**src/rtl/imem_fetch_ctrl_pkg.sv**
```systemverilog
`default_nettype none
// ============================================================================
// Module      : imem_fetch_ctrl_pkg
// Description : Shared definitions for the instruction-fetch front end:
//               fetch state encoding and the instruction word width.
// Revision    : 1.0 - initial release
// ============================================================================
package imem_fetch_ctrl_pkg;

    localparam int INSTR_WIDTH = 32;

    // RUN  : fetching sequentially and delivering to decode
    // HALT : fetch stopped on a fault, waiting for a legal redirect
    typedef enum logic [0:0] {
        RUN  = 1'b0,
        HALT = 1'b1
    } fetch_state_e;

endpackage : imem_fetch_ctrl_pkg
`default_nettype wire

```
**src/rtl/fetch_buf.sv**
```systemverilog
`default_nettype none
// ============================================================================
// Module      : fetch_buf
// Description : Two-entry FIFO holding fetched {PC, instruction} pairs.
//               Entry 0 is always the head; a pop shifts entry 1 down.
// Ports       : clk, rst_n          - clock, async active-low reset
//               flush_i            - discard all entries (wins over push)
//               push_i/push_*_i    - write one {pc, instr} pair
//               pop_i              - remove the head (only when count_o != 0)
//               count_o            - number of valid entries (0..2)
//               head_pc_o/instr_o  - head entry payload
// Revision    : 1.0 - initial release
// ============================================================================
module fetch_buf
    import imem_fetch_ctrl_pkg::*;
#(
    parameter int PC_WIDTH = 64
) (
    input  logic                   clk,
    input  logic                   rst_n,
    input  logic                   flush_i,
    input  logic                   push_i,
    input  logic [PC_WIDTH-1:0]    push_pc_i,
    input  logic [INSTR_WIDTH-1:0] push_instr_i,
    input  logic                   pop_i,
    output logic [1:0]             count_o,
    output logic [PC_WIDTH-1:0]    head_pc_o,
    output logic [INSTR_WIDTH-1:0] head_instr_o
);

    logic [PC_WIDTH-1:0]    pc_q    [2];
    logic [PC_WIDTH-1:0]    pc_d    [2];
    logic [INSTR_WIDTH-1:0] instr_q [2];
    logic [INSTR_WIDTH-1:0] instr_d [2];
    logic [1:0]             count_q;
    logic [1:0]             count_d;
    logic [1:0]             w_kept;

    always_comb begin
        pc_d    = pc_q;
        instr_d = instr_q;
        // entries surviving the pop; a push lands right behind them
        w_kept  = count_q - {1'b0, pop_i};
        if (pop_i) begin
            pc_d[0]    = pc_q[1];
            instr_d[0] = instr_q[1];
        end
        if (push_i) begin
            pc_d[w_kept[0]]    = push_pc_i;
            instr_d[w_kept[0]] = push_instr_i;
        end
        count_d = w_kept + {1'b0, push_i};
        if (flush_i) begin
            count_d = 2'd0;
        end
    end

    always_ff @(posedge clk or negedge rst_n) begin
        if (!rst_n) begin
            for (int i = 0; i < 2; i++) begin
                pc_q[i]    <= '0;
                instr_q[i] <= '0;
            end
            count_q <= 2'd0;
        end else begin
            pc_q    <= pc_d;
            instr_q <= instr_d;
            count_q <= count_d;
        end
    end

    assign count_o      = count_q;
    assign head_pc_o    = pc_q[0];
    assign head_instr_o = instr_q[0];

endmodule : fetch_buf
`default_nettype wire

```
**src/rtl/imem_fetch_ctrl.sv**
```systemverilog
`default_nettype none
// ============================================================================
// Module      : imem_fetch_ctrl
// Description : Instruction fetch controller. Issues word reads to a
//               synchronous-read instruction memory (one cycle latency),
//               buffers responses in a 2-entry FIFO and hands instructions
//               to decode with a valid/ready handshake. Redirects flush the
//               pipeline; illegal targets or running off the end of memory
//               halt fetch with a sticky fault.
// Ports       : clk, rst_n                 - clock, async active-low reset
//               redirect_valid/redirect_pc - load new fetch byte address
//               mem_req/mem_addr/mem_rdata - instruction memory interface
//               out_valid/out_ready        - decode handshake
//               out_pc/out_instr           - delivered instruction and PC
//               out_fault                  - fetch halted on fault
// Note        : PC_WIDTH must exceed ADDR_WIDTH+2.
// Revision    : 1.0 - initial release
// ============================================================================
module imem_fetch_ctrl
    import imem_fetch_ctrl_pkg::*;
#(
    parameter int                  PC_WIDTH   = 64,
    parameter int                  ADDR_WIDTH = 10,
    parameter logic [PC_WIDTH-1:0] RESET_PC   = '0
) (
    input  logic                   clk,
    input  logic                   rst_n,
    input  logic                   redirect_valid,
    input  logic [PC_WIDTH-1:0]    redirect_pc,
    output logic                   mem_req,
    output logic [ADDR_WIDTH-1:0]  mem_addr,
    input  logic [INSTR_WIDTH-1:0] mem_rdata,
    output logic                   out_valid,
    input  logic                   out_ready,
    output logic [PC_WIDTH-1:0]    out_pc,
    output logic [INSTR_WIDTH-1:0] out_instr,
    output logic                   out_fault
);

    fetch_state_e          state_q, state_d;
    logic [PC_WIDTH-1:0]   fetch_pc_q, fetch_pc_d;
    logic                  inflight_q, inflight_d;
    logic                  resp_epoch_q, resp_epoch_d;
    logic                  epoch_q, epoch_d;

    logic [1:0]            w_count;
    logic                  w_out_valid;
    logic                  w_pop;
    logic                  w_push;
    logic                  w_issue;
    logic                  w_pc_oob;
    logic                  w_redirect_bad;
    logic [2:0]            w_occupancy;

    // fetch_pc beyond the last word means sequential fetch has run off the end
    assign w_pc_oob       = |fetch_pc_q[PC_WIDTH-1:ADDR_WIDTH+2];
    assign w_redirect_bad = (|redirect_pc[1:0]) || (|redirect_pc[PC_WIDTH-1:ADDR_WIDTH+2]);

    assign w_out_valid = (state_q == RUN) && (w_count != 2'd0);
    assign w_pop       = w_out_valid && out_ready;

    // Space check counts the in-flight word, credited by this cycle's pop,
    // so the FIFO can never overflow when the response lands.
    assign w_occupancy = {1'b0, w_count} + {2'b00, inflight_q} - {2'b00, w_pop};
    assign w_issue     = (state_q == RUN) && !redirect_valid && !w_pc_oob
                         && (w_occupancy < 3'd2);

    // A response is kept only if no redirect has happened since it was issued.
    assign w_push = inflight_q && (resp_epoch_q == epoch_q) && !redirect_valid;

    always_comb begin
        state_d      = state_q;
        fetch_pc_d   = fetch_pc_q;
        inflight_d   = w_issue;
        resp_epoch_d = epoch_q;
        epoch_d      = epoch_q;
        if (redirect_valid) begin
            epoch_d    = ~epoch_q;
            fetch_pc_d = redirect_pc;
            state_d    = w_redirect_bad ? HALT : RUN;
        end else begin
            if (w_issue) begin
                fetch_pc_d = fetch_pc_q + PC_WIDTH'(4);
            end
            // end of memory reached and everything delivered: stop with fault
            if ((state_q == RUN) && w_pc_oob && (w_count == 2'd0) && !inflight_q) begin
                state_d = HALT;
            end
        end
    end

    always_ff @(posedge clk or negedge rst_n) begin
        if (!rst_n) begin
            state_q      <= RUN;
            fetch_pc_q   <= RESET_PC;
            inflight_q   <= 1'b0;
            resp_epoch_q <= 1'b0;
            epoch_q      <= 1'b0;
        end else begin
            state_q      <= state_d;
            fetch_pc_q   <= fetch_pc_d;
            inflight_q   <= inflight_d;
            resp_epoch_q <= resp_epoch_d;
            epoch_q      <= epoch_d;
        end
    end

    fetch_buf #(
        .PC_WIDTH (PC_WIDTH)
    ) u_fetch_buf (
        .clk          (clk),
        .rst_n        (rst_n),
        .flush_i      (redirect_valid),
        .push_i       (w_push),
        .push_pc_i    (fetch_pc_q - PC_WIDTH'(4)),
        .push_instr_i (mem_rdata),
        .pop_i        (w_pop),
        .count_o      (w_count),
        .head_pc_o    (out_pc),
        .head_instr_o (out_instr)
    );

    // the request is combinational so it can fire in the first cycle out of
    // reset; gating with rst_n keeps it quiet while reset is held
    assign mem_req   = w_issue && rst_n;
    assign mem_addr  = fetch_pc_q[ADDR_WIDTH+1:2];
    assign out_valid = w_out_valid;
    assign out_fault = (state_q == HALT);

endmodule : imem_fetch_ctrl
`default_nettype wire

```
**config.mk**
```make
export PLATFORM = sky130hd
export DESIGN_NAME = imem_fetch_ctrl
export DESIGN_NICKNAME = d
export VERILOG_FILES = /design/src/rtl/imem_fetch_ctrl_pkg.sv /design/src/rtl/fetch_buf.sv /design/src/rtl/imem_fetch_ctrl.sv
export SDC_FILE = /design/constraint.sdc
export NUM_CORES = 1
export LEC_CHECK = 0
export CORE_AREA = 2 2 248 128
export CTS_CLUSTER_DIAMETER = 120
export DETAILED_ROUTE_END_ITERATION = 6
export DIE_AREA = 0 0 250 130
export GPL_ROUTABILITY_DRIVEN = 0
export HOLD_SLACK_MARGIN = 0.15
export PLACE_DENSITY = 0.68
export RECOVER_POWER = 25
export SLEW_MARGIN = 10
export SYNTH_ARGS = -nofsm -noshare
export SYNTH_HDL_FRONTEND = slang
export SYNTH_HIERARCHICAL = 1
export SYNTH_SLANG_ARGS = --single-unit
```
**constraint.sdc**
```tcl
create_clock -name clk -period 7.8 [get_ports clk]
set_input_delay 1.17 -clock clk [delete_from_list [all_inputs] [get_ports clk]]
set_output_delay 1.17 -clock clk [all_outputs]
set_load 0.02 [all_outputs]
```
==> flow_summary_export.csv, run 1 <==
group,metric,value,unit
logic_synthesis,yosysMostFrequentCell,"dfrtp_1",
sta,finalSetupViolCount,0,
clock_network,clock_path_buffers,3,
logic_synthesis,synth_area_leaders,"dfrtp_1 49%, mux2_2 8.3%, mux2i_1 7.1%",
detailed_routing,final_antenna_net_count,0,
setup_path,cp-end-kind,"output port",
power,power.clock.fraction,0.444,
finish,regArea,6560,µm²
power,switchingPower,0.705,mW
logic_synthesis,synth_top_area_cell,"dfrtp_1",
logic_synthesis,synth-xor-area-share,0.0416,
worst_hold_path,hp-class,"reg2reg",
clock_network,htree_num_levels,1,
detailed_routing,route.detailed.drc,0,
clock_network,cts_hold_buf,0,
floorplanning,pin_count,209,
clock_network,clock_latency,0.54,ns
logic_synthesis,synth_warnings,6,
setup_path,critPathLaunchType,"input port",
clock_network,post_cts_buffers,0,
sta,worst_slack,1.54,ns
logic_synthesis,yosys.area_share.adder,0.00613,
floorplanning,num_rows,46,
finish,final_net_count,1350,
floorplanning,core,30700,µm²
place,pre_cts_ws,2.04,ns
logic_synthesis,yosysSeqAreaShare,0.487,
floorplanning,die_area,32500,µm²
logic_synthesis,synth_cells,1169,
power,switching_share,0.234,
setup_path,r2r-end,"u_fetch_buf/head_pc_o[62]",
detailed_routing,vias_per_cell,5.26,
logic_synthesis,ys_ff_latch,262,
worst_hold_path,hold_end,"resp_epoch_q",
clock_network,cts_tree,"built",
logic_synthesis,synthSimpleGateAreaFrac,0.111,
sta,drv_slew,173,
power,p_leak,6.44,nW
power,total_power,3.02,mW
clock_network,cts-resized-gates,0,
flow_run,cap_violations,3,
floorplanning,die_w,250,µm
global_routing,antenna_found_initial,3,
sta,period_minus_slack,6.26,ns
detailed_routing,wl,32800,µm
setup_path,crit_fanout,69,
sta,rsz0062_at_grt,"false",
sta,fmax,160,MHz
floorplanning,die_h,130,µm
global_routing,grt_pass1_wl,50800,µm
logic_synthesis,synthTopCellsByCount,"262 x dfrtp_1, 121 x buf_4, 112 x nand2_1, 100 x o21ai_0, 99 x mux2_2",
setup_path,cp.arrival,5.09,ns
worst_hold_path,hold_start,"epoch_q",
sta,whs,0.434,ns
logic_synthesis,syn_nets,1275,
sta,worst_slew_pin_slew,4.15,ns
setup_path,regToRegStartpoint,"u_fetch_buf/count_o[1]",
global_routing,grt_usage,0.201,
logic_synthesis,async_flop_share,1.00,
sta,hold_violations,0,
logic_synthesis,synth.area.mux_share,0.210,
logic_synthesis,synth_top_family_by_area,"multiplexers",
power,seq_power_share,0.482,
logic_synthesis,syn_area,13500,µm²
logic_synthesis,syn_area_per_cell,11.5,µm²
sta,maxSlewHeadroom,-1.76,
logic_synthesis,synth_compound_area_frac,0.0483,
outcome,outcome,"finished, violations left",
finish,drive_above_1_share,0.174,
power,ir_worst_vdd,0.160,mV
logic_synthesis,ys.flop_type,"dfrtp_1",
power,power.internal,2.31,mW
floorplanning,start_util,0.438,
setup_path,reg2reg_depth,8,
detailed_routing,num_vias,8806,
clock_network,clock_sinks,262,
finish,multi_input_area,5630,µm²
place,io_buffers,208,
global_routing,grt_max_degree,109,
power,comb_power_share,0.074,
finish,area_delta_synth_final,17.6,%
logic_synthesis,synth_edf_count,0,
global_routing,grt_pass1_vias,8617,
worst_hold_path,hold_path_depth,0,
finish,fin_util,0.515,
sta,skew,0.00934,ns
detailed_routing,drtIter0Drc,626,
detailed_routing,avgRoutedWirePerCell,19.6,µm
finish,num-fill-cells,2680,
setup_path,required,6.63,ns
clock_network,numCtsBuffers,26,
setup_path,rrSetupSlack,3.91,ns
outcome,violations,"max-capacitance violations, max-slew violations",
clock_network,clk_pin_slew,0.06,ns
global_routing,overflow,0,
sta,tns,0,ns
detailed_routing,dr.pass1.iters,5,
setup_path,path_class,"in2out",
sta,period_share,0.803,
logic_synthesis,ys_types,45,
power,power-per-cell-area,190,nW/µm²
place,hpwlAfterDp,22400,µm
logic_synthesis,synth_top_area_frac,0.487,
clock_network,cts-root-buf,"clkbuf_16",
worst max-delay path, stage by stage:
cell             delay, ns
clkbuf_1              2.85
nor3b_1               0.37
clkdlybuf4s50_1       0.64
cells in the final DEF, fill, tap and decap left out, drive strengths merged, types with 24 or more instances in the layout:
cell type	instances
dfrtp	262
clkdlybuf4s50	206
mux2	149
nand2	112
o21ai	100
mux2i	96
clkbuf	43
nor2	37
xor2	34
xnor2	30
nor4	30
nor3	24
how the worst max path moves through the flow:
stage	start	endpoint	slack (ns)	depth (start not counted)
after floorplan	out_ready	mem_req	3.04	9
after global placement	out_ready	mem_req	2.08	11
after detailed placement	out_ready	mem_req	2.04	11
after CTS	out_ready	mem_req	2.02	11
after global routing	rst_n	mem_req	0.97	3
final	rst_n	mem_req	1.54	3
area by class of cell:
class / count / share of cell area
well taps: 408 / 0.0322
inverters: 10 / 0.00237
multi-input cells: 724 / 0.356
clock buffers: 40 / 0.0527
repair buffers: 220 / 0.138
diodes: 2 / 0.000316
flip-flops and latches: 262 / 0.414
clock inverters: 7 / 0.00553
cell families after synthesis:
kind of cell | count (synthesis)
simple gates | 288
fa+ha+maj | 6
buf+inv | 183
mux | 245
flops | 262
xor+xnor | 64
compound gates | 121
power groups by stage:
stage                     combinational [mW]  clock, mW  sequential (mW)
after floorplan                        0.115          0             1.46
after global routing                   0.246       1.43             1.46
after global placement                 0.220          0             1.48
after CTS                              0.225       1.38             1.45
after detailed placement               0.223          0             1.48
final                                  0.223       1.34             1.45
routing by layer:
layer	share of wire	track usage
met1	0.50	0.309
met2	0.42	0.287
met3	0.058	0.0443
met4	0.019	0.0454
met5	0.00040	0
through the flow:
stage	instance area [µm²]	instances
after floorplan	13500	1169
after global placement	14900	1624
after detailed placement	14900	1624
after CTS	15900	1671
after global routing	15800	1673
final	15800	1673
(Power assumes the default switching activity.)
==> inputs of run 2 (changes only) <==
Clock period 7.8 ns to 5.79 ns, I/O delays scaled along.
==> flow_summary_export.csv, run 2 (synthesized netlist as in run 1, its figures left out) <==
group,metric,value,unit
sta,drv_slew,181,
finish,instances_no_fill,1672,
setup_path,path_class,"in2out",
finish,final_common_cell,"dfrtp_1",
floorplanning,die_area,32500,µm²
setup_path,critPathLaunch,"out_ready",
power,power.clock.fraction,0.433,
clock_network,clk_pin_slew,0.07,ns
clock_network,cts_hold_buf,0,
finish,antennaDiodeCount,0,
place,io_buffers,208,
finish,num-fill-cells,2703,
sta,fmax,203,MHz
detailed_routing,drtIter0Drc,605,
finish,area_delta_synth_final,17.4,%
sta,worst_slew_pin_slew,2.53,ns
sta,finalSetupViolCount,0,
power,ir_worst_vdd,0.201,mV
finish,design_area,15800,µm²
clock_network,numCtsBuffers,26,
clock_network,clock_sinks,262,
sta,rsz0062_at_grt,"false",
detailed_routing,wl,32800,µm
clock_network,cts-resized-gates,0,
floorplanning,start_util,0.438,
power,seq_power_share,0.493,
flow_run,cap_violations,1,
setup_path,reg2reg_depth,6,
detailed_routing,avgRoutedWirePerCell,19.6,µm
global_routing,grt_usage,0.201,
place,placed_cell_area,15000,µm²
finish,mostFrequentLayoutCells,"262 x dfrtp_1, 206 x clkdlybuf4s50_1, 112 x nand2_1",
clock_network,clock_latency,0.55,ns
sta,maxSlewHeadroom,-0.687,
setup_path,required,4.92,ns
worst_hold_path,hp-class,"in2async",
finish,drive_above_1_share,0.176,
place,hpwlAfterDp,22400,µm
power,switching_share,0.241,
sta,period_minus_slack,4.92,ns
setup_path,cp.arrival,4.05,ns
setup_path,crit_path_end,"mem_req",
power,p_leak,6.43,nW
outcome,outcome,"finished, violations left",
power,power.internal,3.02,mW
global_routing,grt_pass1_vias,8640,
global_routing,overflow,0,
clock_network,clock_path_buffers,3,
power,switchingPower,0.957,mW
setup_path,cp-end-kind,"output port",
place,pre_cts_ws,0.930,ns
setup_path,critPathLaunchType,"input port",
floorplanning,core,30700,µm²
detailed_routing,dr.pass1.iters,7,
sta,period_share,0.850,
setup_path,crit_fanout,4,
floorplanning,die_w,250,µm
detailed_routing,final_antenna_net_count,0,
global_routing,grt_max_degree,181,
floorplanning,die_h,130,µm
setup_path,regToRegStartpoint,"fetch_pc_q[24]",
sta,hold_violations,0,
global_routing,grt_pass1_wl,50800,µm
place,place_inst,1627,
sta,skew,0.0189,ns
floorplanning,pin_count,209,
clock_network,htree_num_levels,1,
clock_network,cts-root-buf,"clkbuf_16",
finish,final_net_count,1353,
floorplanning,num_rows,46,
detailed_routing,route.detailed.drc,0,
power,power-per-cell-area,251,nW/µm²
setup_path,rrSetupSlack,2.17,ns
sta,worst_slack,0.871,ns
outcome,violations,"max-capacitance violations, max-slew violations",
power,comb_power_share,0.075,
detailed_routing,num_vias,8783,
clock_network,cts_tree,"built",
sta,tns,0,ns
detailed_routing,vias_per_cell,5.25,
global_routing,antenna_found_initial,0,
clock_network,post_cts_buffers,0,
==> run 2: cell count changes in the layout (fill, tap and decap cells not counted) <==
cell	previous run	this run
buf_4	8	12
clkbuf_8	11	7
diode_2	2	0
buf_2	1	0
buf_8	0	1
bufinv_16	2	1
clkbuf_1	5	4
clkbuf_4	0	1
clkinv_4	0	1
clkinvlp_4	1	2
==> run 2: stage by stage <==
stage	hold slack (ns)	util	power (mW)
final	0.292	0.514	3.97
after global routing	0.334	0.514	4.14
after CTS	0.313	0.515	4.03
after detailed placement	0.429	0.487	2.29
after global placement	0.424	0.487	2.28
after floorplan	0.410	-	2.12
==> run 2: how the worst min path moves through the flow <==
stage	to	slack, ns	from	cells past startpoint
2_1_floorplan	resp_epoch_q	0.41	epoch_q	0
3_3_place_gp	resp_epoch_q	0.42	epoch_q	0
3_5_place_dp	resp_epoch_q	0.43	epoch_q	0
4_1_cts	async pin	0.31	rst_n	1
5_1_grt	async pin	0.33	rst_n	1
6_report	u_fetch_buf/head_pc_o[29]	0.29	rst_n	1
==> run 2: power by group through the flow <==
stage	clock, mW	sequential, mW	combinational (mW)
3_5_place_dp	0	1.99	0.300
3_3_place_gp	0	1.99	0.294
5_1_grt	1.85	1.97	0.325
4_1_cts	1.77	1.96	0.302
2_1_floorplan	0	1.96	0.155
6_report	1.72	1.96	0.297
==> run 2: cell type report <==
class | instances | area (µm²) | share of cell area
Timing Repair Buffer | 223 | 2220 | 0.140
Tap cell | 408 | 510 | 0.0323
Multi-Input combinational cell | 724 | 5630 | 0.356
Clock inverter | 8 | 73.8 | 0.00467
Inverter | 10 | 37.5 | 0.00237
Sequential cell | 262 | 6560 | 0.415
Clock buffer | 37 | 783 | 0.0495
==> run 2: routing by layer <==
| metal | GRT usage | up-vias | routed length, µm |
|---|---|---|---|
| met2 | 0.289 | 226 | 13900 |
| met5 | 0 | - | 0 |
| li1 | - | 4143 | - |
| met3 | 0.0465 | 41 | 1920 |
| met4 | 0.0366 | 0 | 489 |
| met1 | 0.309 | 4373 | 16500 |
==> run 2: critical path, stage by stage <==
cell and delay (ns):
clkdlybuf4s50_1 0.49, and2_4 0.15, ha_1 0.22, nand2b_1 0.16
fa_1 0.38, xor2_1 0.19, nor3b_1 0.27, nand3_1 0.20
or2_1 0.28, nor3b_1 0.21, clkdlybuf4s50_1 0.64
==> inputs of run 3 (changes only) <==
Settings changed: PLACE_DENSITY 0.68 to 0.71.
Clock period 5.79 ns to 4.51 ns, I/O delays scaled along.
==> flow_summary_export.csv, run 3 (synthesized netlist as in run 1, its figures left out) <==
group,metric,value,unit
clock_network,post_cts_buffers,0,
detailed_routing,wl,33000,µm
setup_path,slowest_delay,0.47,ns
detailed_routing,avgRoutedWirePerCell,19.6,µm
place,hpwlAfterDp,22500,µm
floorplanning,die_area,32500,µm²
power,p_leak,6.46,nW
sta,skew,0.0154,ns
detailed_routing,final_antenna_net_count,0,
global_routing,grt_max_degree,139,
detailed_routing,drtIter0Drc,687,
setup_path,regToRegStartpoint,"fetch_pc_q[13]",
worst_hold_path,hold_path_depth,0,
clock_network,clock_path_buffers,3,
finish,num-fill-cells,2712,
setup_path,slowest_stage,"dfrtp_2",
clock_network,numCtsBuffers,27,
detailed_routing,vias_per_cell,5.29,
global_routing,grt_pass1_wl,51100,µm
power,power-per-cell-area,319,nW/µm²
clock_network,clk_pin_slew,0.06,ns
sta,drv_slew,139,
floorplanning,num_rows,46,
floorplanning,die_w,250,µm
global_routing,overflow,0,
flow_run,cap_violations,1,
setup_path,cp.arrival,3.57,ns
outcome,violations,"max-capacitance violations, max-slew violations",
power,ir_worst_vdd,0.283,mV
sta,worst_slack,0.260,ns
outcome,outcome,"finished, violations left",
floorplanning,pin_count,209,
sta,period_share,0.942,
place,place_inst,1633,
floorplanning,core,30700,µm²
setup_path,crit_fanout,5,
finish,final_net_count,1361,
sta,fmax,235,MHz
detailed_routing,dr.pass1.iters,5,
sta,maxSlewHeadroom,-0.349,
setup_path,critPathLaunchType,"register",
sta,worst_slew_pin_slew,2.02,ns
finish,instances_no_fill,1684,
place,io_buffers,208,
finish,final_common_cell,"dfrtp_1",
clock_network,clock_latency,0.54,ns
sta,rsz0062_at_grt,"false",
floorplanning,die_h,130,µm
clock_network,cts-root-buf,"clkbuf_16",
clock_network,clock_sinks,262,
sta,hold_violations,0,
detailed_routing,num_vias,8901,
finish,area_delta_synth_final,17.8,%
clock_network,htree_num_levels,1,
worst_hold_path,hold_end,"resp_epoch_q",
finish,drive_above_1_share,0.180,
detailed_routing,route.detailed.drc,0,
finish,regArea,6560,µm²
sta,finalSetupViolCount,0,
global_routing,grt_pass1_vias,8646,
setup_path,crit_chain,"nor2_1 -> nor2_1 -> and2_4 -> ha_1 -> nand2b_1 -> fa_1 -> xor2_1 -> nor3b_1 -> nand3_1 -> or2_1 -> nor3b_1 -> clkbuf_2",
place,pre_cts_ws,-0.0301,ns
global_routing,grt_usage,0.202,
setup_path,cp-end-kind,"output port",
setup_path,path_class,"reg2out",
worst_hold_path,hp-class,"reg2reg",
power,total_power,5.06,mW
global_routing,antenna_found_initial,2,
finish,mostFrequentLayoutCells,"261 x dfrtp_1, 205 x clkdlybuf4s50_1, 112 x nand2_1",
finish,fin_util,0.516,
sta,period_minus_slack,4.25,ns
floorplanning,start_util,0.438,
setup_path,reg2reg_depth,6,
finish,multi_input_area,5630,µm²
setup_path,rrSetupSlack,1.30,ns
clock_network,cts_tree,"built",
worst_hold_path,hold_start,"epoch_q",
sta,whs,0.449,ns
setup_path,required,3.83,ns
## run 3: cell count changes in the layout (fill, tap and decap cells not counted), sizes merged
cell,before,now
bufinv,1,0
clkbuf,39,42
buf,15,21
clkdlybuf4s50,206,205
clkinv,5,8
diode,0,1
dlygate4sd3,0,1
## run 3: power breakdown
| part | internal (mW) | total (mW) | switching [mW] |
|---|---|---|---|
| clock | 1.19 | 2.16 | 0.972 |
| sequential | 2.42 | 2.51 | 0.0986 |
| combinational | 0.197 | 0.385 | 0.188 |
## run 3: area by class of cell
class / instances / area share
well taps: 408 / 0.0322
flip-flops and latches: 262 / 0.413
diodes: 1 / 0.000158
clock buffers: 39 / 0.0486
multi-input cells: 724 / 0.355
repair buffers: 230 / 0.144
clock inverters: 10 / 0.00441
inverters: 10 / 0.00236
## run 3: worst max-delay path: cells and delay by family (launching register included)
| family | cells | cell delay, ns |
|---|---|---|
| adders and majority gates | 2 | 0.64 |
| DFF | 1 | 0.47 |
| and+or+nand+nor | 8 | 1.51 |
| xor gates and xnor gates | 1 | 0.17 |
| buffers and inverters | 1 | 0.23 |
## run 3: per-layer routing
metal  GRT usage  vias to the layer above  wire length [µm]
li1            -                     4160                 -
met1       0.314                     4442             16400
met2       0.285                      248             13800
met3      0.0493                       49              2200
met4      0.0377                        2               600
met5           0                        -                15
## run 3: worst max-delay path by stage
stage,from,endpoint,slack [ns]
6_report,u_fetch_buf/count_o[1],mem_req,0.26
5_1_grt,u_fetch_buf/count_o[1],mem_req,0.07
4_1_cts,u_fetch_buf/count_o[1],mem_req,0.06
3_5_place_dp,out_ready,mem_req,-0.03
3_3_place_gp,out_ready,mem_req,0.03
2_1_floorplan,out_fault,mem_req,0.55
## run 3: per-stage QoR
step | instance area, µm² | setup TNS, ns
after floorplan | 13500 | 0
after global placement | 15000 | 0
after detailed placement | 15000 | -0.0301
after CTS | 15900 | 0
after global routing | 15900 | 0
final | 15900 | 0
## run 3: what timing repair did
action,in CTS,in global routing
endpoints found under the hold margin,63,0
endpoints found under the setup margin,1,1
gates resized for setup,1,4
hold buffers,1,0
